**config.mk**
```make
export PLATFORM = sky130hd
export DESIGN_NAME = bin_ram_arbiter_flat
export DESIGN_NICKNAME = d
export VERILOG_FILES = /design/src/rtl/bin_ram_arbiter_if.sv /design/src/rtl/bin_ram_arbiter.sv /design/src/flat_wrapper.sv
export SDC_FILE = /design/constraint.sdc
export NUM_CORES = 1
export LEC_CHECK = 0
export CAP_MARGIN = 10
export CORE_MARGIN = 5
export CORE_UTILIZATION = 49
export DETAILED_ROUTE_END_ITERATION = 8
export HOLD_SLACK_MARGIN = 0.03
export PLACE_DENSITY_LB_ADDON = 0.3
export SLEW_MARGIN = 20
export SYNTH_ARGS = -nofsm -noshare
export SYNTH_HDL_FRONTEND = slang
export SYNTH_SLANG_ARGS = --single-unit
export TNS_END_PERCENT = 10
```
**constraint.sdc**
```tcl
create_clock -name clk_i -period 1.8 [get_ports clk_i]
set_input_delay 0.27 -clock clk_i [delete_from_list [all_inputs] [get_ports clk_i]]
set_output_delay 0.27 -clock clk_i [all_outputs]
set_load 0.02 [all_outputs]
```
**src/rtl/bin_ram_arbiter_if.sv**
```systemverilog
// ----------------------------------------------------------------------------
// bin_ram_arbiter_if
//
// Purpose:
//    Bundles the two requester command channels and the shared completion
//    signals of the RAM arbiter into one interface.
//
// Parameters:
//    AW   word address width (array depth is 2**AW words)
//    DW   data word width in bits
//
// Signals:
//    req0, req1     request from requester 0 / 1
//    we0, we1       1 = write, 0 = read; held with the request
//    addr0, addr1   word address; held with the request
//    din0, din1     write data; held with the request
//    ack0, ack1     one-cycle completion pulse to the served requester
//    dout           registered read data, valid while the matching ack is high
//    busy           arbiter is not idle
//
// Modports:
//    master   requester side (drives commands, observes completion)
//    slave    arbiter side (observes commands, drives completion)
// ----------------------------------------------------------------------------
interface bin_ram_arbiter_if #(
    parameter int AW = 2,
    parameter int DW = 4
);

    logic          req0;
    logic          req1;
    logic          we0;
    logic          we1;
    logic [AW-1:0] addr0;
    logic [AW-1:0] addr1;
    logic [DW-1:0] din0;
    logic [DW-1:0] din1;
    logic          ack0;
    logic          ack1;
    logic [DW-1:0] dout;
    logic          busy;

    modport master (
        output req0, req1, we0, we1, addr0, addr1, din0, din1,
        input  ack0, ack1, dout, busy
    );

    modport slave (
        input  req0, req1, we0, we1, addr0, addr1, din0, din1,
        output ack0, ack1, dout, busy
    );

endinterface

```
**src/rtl/bin_ram_arbiter.sv**
```systemverilog
// ----------------------------------------------------------------------------
// bin_ram_arbiter
//
// Purpose:
//    Two-port arbiter and sequencer in front of a small single-ported,
//    word-organised RAM. A winning request is latched in IDLE, the array is
//    accessed once in ACCESS (read or write), and a one-cycle acknowledge is
//    returned to the winner in DONE together with registered read data.
//
// Ports:
//    clk_i   rising-edge clock
//    rst_i   synchronous, active-high reset (array contents are preserved)
//    bus     bin_ram_arbiter_if.slave: requester commands in, ack/dout/busy out
//
// Parameters:
//    AW      word address width, array depth 2**AW
//    DW      data width
//
// Build options:
//    RAM_ARB_ROUND_ROBIN_EN  when defined, simultaneous requests are granted
//                            to the requester not served last; otherwise
//                            requester 0 has fixed priority.
// ----------------------------------------------------------------------------
module bin_ram_arbiter #(
    parameter int AW = 2,
    parameter int DW = 4
) (
    input  logic                clk_i,
    input  logic                rst_i,
    bin_ram_arbiter_if.slave    bus
);

    localparam int DEPTH = 1 << AW;

    typedef enum logic [1:0] {
        IDLE   = 2'd0,
        ACCESS = 2'd1,
        DONE   = 2'd2
    } state_t;

    state_t        state_q, state_d;
    logic          sel_q, sel_d;
    logic          we_q, we_d;
    logic [AW-1:0] addr_q, addr_d;
    logic [DW-1:0] din_q, din_d;
    logic          last_q, last_d;
    logic [DW-1:0] dout_q, dout_d;

    logic [DW-1:0] mem [DEPTH];

    logic [DEPTH-1:0] cs;
    logic             rStrobe;
    logic             wStrobe;
    logic [DW-1:0]    readWord;
    logic             anyReq;
    logic             grantSel;
    logic             ack0;
    logic             ack1;

    // Pick the requester to serve when the arbiter is idle. A lone request
    // always wins; a tie is broken either by fairness (the side not served
    // last) or by fixed priority to requester 0. LAST is tracked in both
    // builds so the two variants differ only in this decision.
    always_comb begin
        anyReq   = bus.req0 | bus.req1;
        grantSel = 1'b0;
        if (bus.req0 && bus.req1) begin
`ifdef RAM_ARB_ROUND_ROBIN_EN
            grantSel = ~last_q;
`else
            grantSel = 1'b0;
`endif
        end else if (bus.req1) begin
            grantSel = 1'b1;
        end
    end

    // The read path is an AND-OR of every word gated by its chip select,
    // mirroring how the cell array shares one read bus among all words.
    always_comb begin
        readWord = '0;
        for (int i = 0; i < DEPTH; i++) begin
            if (cs[i] && rStrobe) begin
                readWord = readWord | mem[i];
            end
        end
    end

    // Next-state and strobe logic. Everything holds by default; the command
    // registers only load in IDLE, which is what makes requester inputs
    // irrelevant once a transaction is under way. ACK is a pure function of
    // the DONE state and the latched winner.
    always_comb begin
        state_d = state_q;
        sel_d   = sel_q;
        we_d    = we_q;
        addr_d  = addr_q;
        din_d   = din_q;
        last_d  = last_q;
        dout_d  = dout_q;
        cs      = '0;
        rStrobe = 1'b0;
        wStrobe = 1'b0;
        ack0    = 1'b0;
        ack1    = 1'b0;

        unique case (state_q)
            IDLE: begin
                if (anyReq) begin
                    sel_d   = grantSel;
                    last_d  = grantSel;
                    we_d    = grantSel ? bus.we1   : bus.we0;
                    addr_d  = grantSel ? bus.addr1 : bus.addr0;
                    din_d   = grantSel ? bus.din1  : bus.din0;
                    state_d = ACCESS;
                end
            end

            ACCESS: begin
                cs[addr_q] = 1'b1;
                wStrobe    = we_q;
                rStrobe    = ~we_q;
                if (rStrobe) begin
                    dout_d = readWord;
                end
                state_d = DONE;
            end

            DONE: begin
                ack0    = ~sel_q;
                ack1    = sel_q;
                state_d = IDLE;
            end

            default: begin
                state_d = IDLE;
            end
        endcase
    end

    // Control and data registers. Reset aborts any transaction in flight and
    // clears the read data register; LAST comes out of reset pointing at
    // requester 1 so that requester 0 wins the first tie.
    always_ff @(posedge clk_i) begin
        if (rst_i) begin
            state_q <= IDLE;
            sel_q   <= 1'b0;
            we_q    <= 1'b0;
            addr_q  <= '0;
            din_q   <= '0;
            last_q  <= 1'b1;
            dout_q  <= '0;
        end else begin
            state_q <= state_d;
            sel_q   <= sel_d;
            we_q    <= we_d;
            addr_q  <= addr_d;
            din_q   <= din_d;
            last_q  <= last_d;
            dout_q  <= dout_d;
        end
    end

    // Storage array. Only the selected word takes the write strobe, and a
    // reset landing on the ACCESS edge suppresses the write so the old cell
    // contents survive an aborted transaction. Reset never clears the array.
    always_ff @(posedge clk_i) begin
        for (int i = 0; i < DEPTH; i++) begin
            if (wStrobe && cs[i] && !rst_i) begin
                mem[i] <= din_q;
            end
        end
    end

    // Drive the completion side of the bus.
    always_comb begin
        bus.ack0 = ack0;
        bus.ack1 = ack1;
        bus.dout = dout_q;
        bus.busy = (state_q != IDLE);
    end

endmodule

```
**src/flat_wrapper.sv**
```systemverilog
// flat-port wrapper written by rule: the top's interface ports become plain ports
module bin_ram_arbiter_flat 
#(
    parameter int AW = 2,
    parameter int DW = 4
)
  (clk_i, rst_i, bus_req0, bus_req1, bus_we0, bus_we1, bus_addr0, bus_addr1, bus_din0, bus_din1, bus_ack0, bus_ack1, bus_dout, bus_busy);
  bin_ram_arbiter_if #(.AW(AW), .DW(DW)) bus_i ();
  input  logic clk_i;
  input  logic rst_i;
  input wire logic [$bits(bus_i.req0)-1:0] bus_req0;
  input wire logic [$bits(bus_i.req1)-1:0] bus_req1;
  input wire logic [$bits(bus_i.we0)-1:0] bus_we0;
  input wire logic [$bits(bus_i.we1)-1:0] bus_we1;
  input wire logic [$bits(bus_i.addr0)-1:0] bus_addr0;
  input wire logic [$bits(bus_i.addr1)-1:0] bus_addr1;
  input wire logic [$bits(bus_i.din0)-1:0] bus_din0;
  input wire logic [$bits(bus_i.din1)-1:0] bus_din1;
  output wire logic [$bits(bus_i.ack0)-1:0] bus_ack0;
  output wire logic [$bits(bus_i.ack1)-1:0] bus_ack1;
  output wire logic [$bits(bus_i.dout)-1:0] bus_dout;
  output wire logic [$bits(bus_i.busy)-1:0] bus_busy;
  assign bus_i.req0 = bus_req0;
  assign bus_i.req1 = bus_req1;
  assign bus_i.we0 = bus_we0;
  assign bus_i.we1 = bus_we1;
  assign bus_i.addr0 = bus_addr0;
  assign bus_i.addr1 = bus_addr1;
  assign bus_i.din0 = bus_din0;
  assign bus_i.din1 = bus_din1;
  assign bus_ack0 = bus_i.ack0;
  assign bus_ack1 = bus_i.ack1;
  assign bus_dout = bus_i.dout;
  assign bus_busy = bus_i.busy;
  bin_ram_arbiter #(.AW(AW), .DW(DW)) u_core (.clk_i(clk_i), .rst_i(rst_i), .bus(bus_i));
endmodule
```
* After elaboration in Yosys (flattened, before gate mapping)
Memory sizes are Yosys's and may differ from the RTL's. Cells that the tools add are included.
Word-level totals: register bits after elaboration 14, bits in writable memories 16, output and inout bits 7, memories kept 1
Operators by class: order comparisons 2, equality and inequality tests 3, muxes and demuxes 35, bitwise logic cells 6, reductions and logical operators 22
Memories:
- u_core.mem | words 4, width 4, rd ports 4, clocked after memory_dff 0, wr ports 1, RTL line bin_ram_arbiter.sv:49 | logic [DW-1:0] mem [DEPTH];
Operator list (number):
- 4-bit 2-to-1 mux | 9
- 1-bit 2-to-1 mux | 19
- 1-bit logical AND | 14
- 4-bit bitwise OR | 3
- 4-bit OR reduction | 3
- 2-bit 2-to-1 mux | 5
- 2-bit case mux with 2 select lines | 1
- 2-bit AND reduction | 2
- 2-bit by 3-bit less-than comparator with 1-bit output (second input constant) | 1
- 1-bit demux with 2-bit select | 1
- 2-bit by 1-bit == test with 1-bit output (second input constant) | 1
- 2-bit == test (second input constant) | 1
- 2-bit by 1-bit >= comparator with 1-bit output (second input constant) | 1
- 2-bit logical NOT | 1
- 2-bit by 1-bit != test with 1-bit output (second input constant) | 1
- 1-bit NOT | 2
- 2-bit nonzero test | 1
- 1-bit logical NOT | 1
- 1-bit bitwise OR | 1

* Depth between registers and ports, before layout
depth in word-level cells 13, gate-level depth with buffers 4, gate-level depth less buffers 4

* Worst setup path before layout
No wires, ideal clock.
path kind flip-flop to flip-flop, start reg u_core.state_q[1], end mem u_core.mem[0][0] (enable), library setup time 0.367 ns, arrival time 1.089 ns, data required time 1.433 ns, path slack 0.344 ns, cell stages (with the launch flop) 3, buffers on the path 0, period minus slack after synthesis 1.456 ns, cell sequence dfxtp_1 and4bb_2 nor3b_1
Between the ends: longest elaborated chain between the ends 10, elaborated cells on any way between the ends 28, those cells by class eq/ne: 1; mux: 16; reduce/logical: 11
RTL lines:
- start, declared | RTL line bin_ram_arbiter.sv:41 | state_t state_q, state_d;
- start signal, assigned | RTL line bin_ram_arbiter.sv:154 | state_q <= state_d;
- 2-bit by 1-bit == test with 1-bit output (*) | RTL line bin_ram_arbiter.sv:107 | unique case (state_q)
- 1-bit 2-to-1 mux / 4-bit 2-to-1 mux (equally long branches) | RTL line bin_ram_arbiter.sv:107
- 1-bit logical AND (2 in series) | RTL line bin_ram_arbiter.sv:169 | if (wStrobe && cs[i] && !rst_i) begin
- 1-bit 2-to-1 mux | RTL line bin_ram_arbiter.sv:169
- 1-bit 2-to-1 mux (implied by the code) | RTL line bin_ram_arbiter.sv:170 | mem[i] <= din_q;
- 4-bit OR reduction (no line)
- 2-bit 2-to-1 mux (no line) / 1-bit 2-to-1 mux (equally long branches) (3 in series)
- end, declared | RTL line bin_ram_arbiter.sv:49
Mark *: on every way between the ends. The rest lies on a longest branch, timed or not.

* Final worst setup path
start reg u_core.state_q[1], end out bus_ack0
Between the ends: longest elaborated chain between the ends 2
RTL lines:
- 2-bit == test | RTL line bin_ram_arbiter.sv:107
- 1-bit 2-to-1 mux | RTL line bin_ram_arbiter.sv:107
- end, declared | RTL line flat_wrapper.sv:19 | output wire logic [$bits(bus_i.ack0)-1:0] bus_ack0;
Every way passes these cells.

==> metrics.yaml <==
layout:
  fill_cells: 194
  drive_gt1_share_pct: 18.8
  synthToLayoutAreaGrowth_pct: 25.4
  nets: 134
  n_antenna_cell: 0
  design_area_sq_um: 1560
routing:
  via_per_inst: 5.30
  drt_drc_violations_left: 0
  drt_iter0_markers: 19
  routed_wl_mm: 2.08
  wl_per_cell_microns: 14.1
  drtPass1Iterations: 4
  vias: 779
  antenna_left: 0
logic_synthesis:
  synth_area_sq_um: 1240
  synth_edf_count: 16
  synth_nets: 106
  ys_async_sr_fraction_pct: 0
  syn-instance-count: 88
  synth-seq-cells: 30
  yosys_warnings: 0
  synth_ff_type: "edfxtp_1"
  avgSynthCellArea_sq_um: 14.1
  synth_cell_types: 26
  ys_seq_area_share_pct: 61.4
global_route:
  grt_max_degree: 15
  grt_pass1_wl_mm: 3.75
  grtUsageTotal_pct: 14.6
  antenna_found_initial: 0
  grt_pass1_vias: 794
  grt_overflow: 0
critical_path:
  crit_chain: "nor3b_1, dlygate4sd2_1"
  slowest_stage: "dfxtp_2"
  start_kind: "register"
  slowest_delay_ns: 0.43
  required_ns: 1.53
  arrival_ns: 1.29
  endpoint_kind: "output port"
  crit_type: "reg2out"
  cp_max_fo: 6
flow_run:
  maxCapViolCount: 0
pwr:
  powerDensity_nw_per_um2: 865
  power_w: 0.00135
  vdd_drop_max_mv: 0.676
  p_leak_nw: 0.590
placement:
  port_buffers: 24
  postPlaceCellArea_sq_um: 1500
  dp_hpwl_mm: 1.60
  gp_congestion: 0.783
clock_tree:
  cts_buffer_depth: 2
  cts-htree-levels: 2
  insertion_delay_ns: 0.32
  cts_tree: "built"
  cts_root_buffer: "clkbuf_4"
  clock-sinks: 30
  numCtsBuffers: 5
  clk_pin_slew_ns: 0.09
  cts_setup_buffers: 0
hold_path:
  hp-class: "reg2reg"
floorplanning:
  die-area_sq_um: 3640
  rows: 18
  die_w_microns: 60.3
  io_pins: 25
  start_util_pct: 50.5
  core_area_sq_um: 2450
  dieHeight_microns: 60.3
timing:
  fin_skew_ns: 0.0101
  rsz0062_at_grt: "false"
  finalSetupViolCount: 0
  slew_headroom_pct: 72.3
  report.final.slew_viol_count: 0
  final-hold-violation-count: 0
  worst_pin_slew_ns: 0.415
  post-route-min-period_ns: 1.56
  fmax_ghz: 0.641
  min_period_over_period_pct: 86.7
outcome:
  status: "completed"
[through the flow]
step           util, %  TNS (ns)  setup slack, ns  cells  hold slack [ns]
5_1_grt           63.4         0            0.155    147            0.531
2_1_floorplan        -         0            0.344     88            0.343
6_report          63.4         0            0.240    147            0.506
3_5_place_dp      61.2         0           0.0740    139            0.485
4_1_cts           63.3   -0.0213          -0.0213    147            0.508
3_3_place_gp      61.2         0            0.134    139            0.472
[placed cells by master, fill, tap and decap left out, types with 2 or more instances in the layout]
cell,instances
a211oi_1,7
a21oi_1,8
buf_4,2
clkbuf_4,5
clkdlybuf4s50_1,21
dfxtp_1,12
dfxtp_2,2
dlygate4sd2_1,2
edfxtp_1,16
mux2i_1,11
mux4_2,4
nor2_1,6
nor3b_1,3
[routing by layer]
metal / routed length (microns) / share of wire [%] / GRT usage, % / vias up
li1: - / - / - / 392
met1: 835 / 40 / 16.9 / 349
met2: 1010 / 49 / 23.0 / 31
met3: 174 / 8.4 / 6.91 / 7
met4: 53 / 2.6 / 6.65 / 0
met5: 0 / 0 / 0 / -
[critical path, delay by kind of cell, from the launching register on]
| family | cells | cell delay [ns] |
|---|---|---|
| simple gates | 1 | 0.19 |
| flops | 1 | 0.43 |
| buf+inv | 1 | 0.35 |
[synthesized netlist by cell type, types with 2 or more instances]
| library cell | n | area share [%] |
|---|---|---|
| a211oi_1 | 7 | 4.2 |
| a21oi_1 | 8 | 3.2 |
| nor3b_1 | 3 | 1.8 |
| nor2_1 | 6 | 1.8 |
| mux4_2 | 4 | 7.3 |
| edfxtp_1 | 16 | 39 |
| clkbuf_1 | 2 | 0.61 |
| mux2i_1 | 11 | 8.9 |
| dfxtp_1 | 14 | 23 |
[report_power, final]
part | internal, W | leakage, nW | total [W] | switching, W
combinational | 0.000111 | 0.297 | 0.000185 | 0.0000748
sequential | 0.000759 | 0.264 | 0.000802 | 0.0000434
clock | 0.000146 | 0.0297 | 0.000358 | 0.000212
total | 0.00102 | 0.590 | 0.00135 | 0.000330
[cells by family after synthesis]
logic type	after synthesis	synth area share, %
AO/OA/AOI/OAI	16	7.87
buffers and inverters	6	2.72
multiplexers	15	16.1
flip-flops	30	61.4
AND/OR/NAND/NOR	21	11.9
[worst paths after layout]
| path | end | depth (start not counted) | from | slack [ns] |
|---|---|---|---|---|
| setup reg to reg | u_core.bus.dout[2]$_SDFFE_PP0N_ | 3 | u_core.addr_q[0]$_SDFFE_PP0P_ | 0.38 |
| hold / removal | u_core.bus.dout[1]$_SDFFE_PP0N_ | 2 | u_core.bus.dout[1]$_SDFFE_PP0N_ | 0.51 |
| hold reg to reg | u_core.bus.dout[1]$_SDFFE_PP0N_ | 2 | u_core.bus.dout[1]$_SDFFE_PP0N_ | 0.51 |
| setup / recovery | bus_ack0 | 2 | u_core.state_q[1]$_SDFFE_PP0P_ | 0.24 |
[state kept, by name, summed over array words and instances, names as in the netlist]
register and count:
u_core.mem 16, u_core.din_q 4, u_core.we_q 1, u_core.sel_q 1
u_core.bus.dout 4, u_core.state_q 2, u_core.addr_q 2
[final cells by class]
class                           instances  area [sq um]  share of cell area, %
Timing Repair Buffer                   26           255                   16.4
Clock inverter                          2          8.76                  0.563
Multi-Input combinational cell         52           445                   28.6
Inverter                                1          3.75                  0.241
Clock buffer                            6          41.3                   2.65
Tap cell                               30          37.5                   2.41
Sequential cell                        30           763                   49.1
[timing repair]
item	CTS	global route
gates resized for setup	4	1
hold endpoints to repair	0	0
hold buffers	0	0
setup endpoints to repair	3	1
Power figures use the tool's default switching activity.
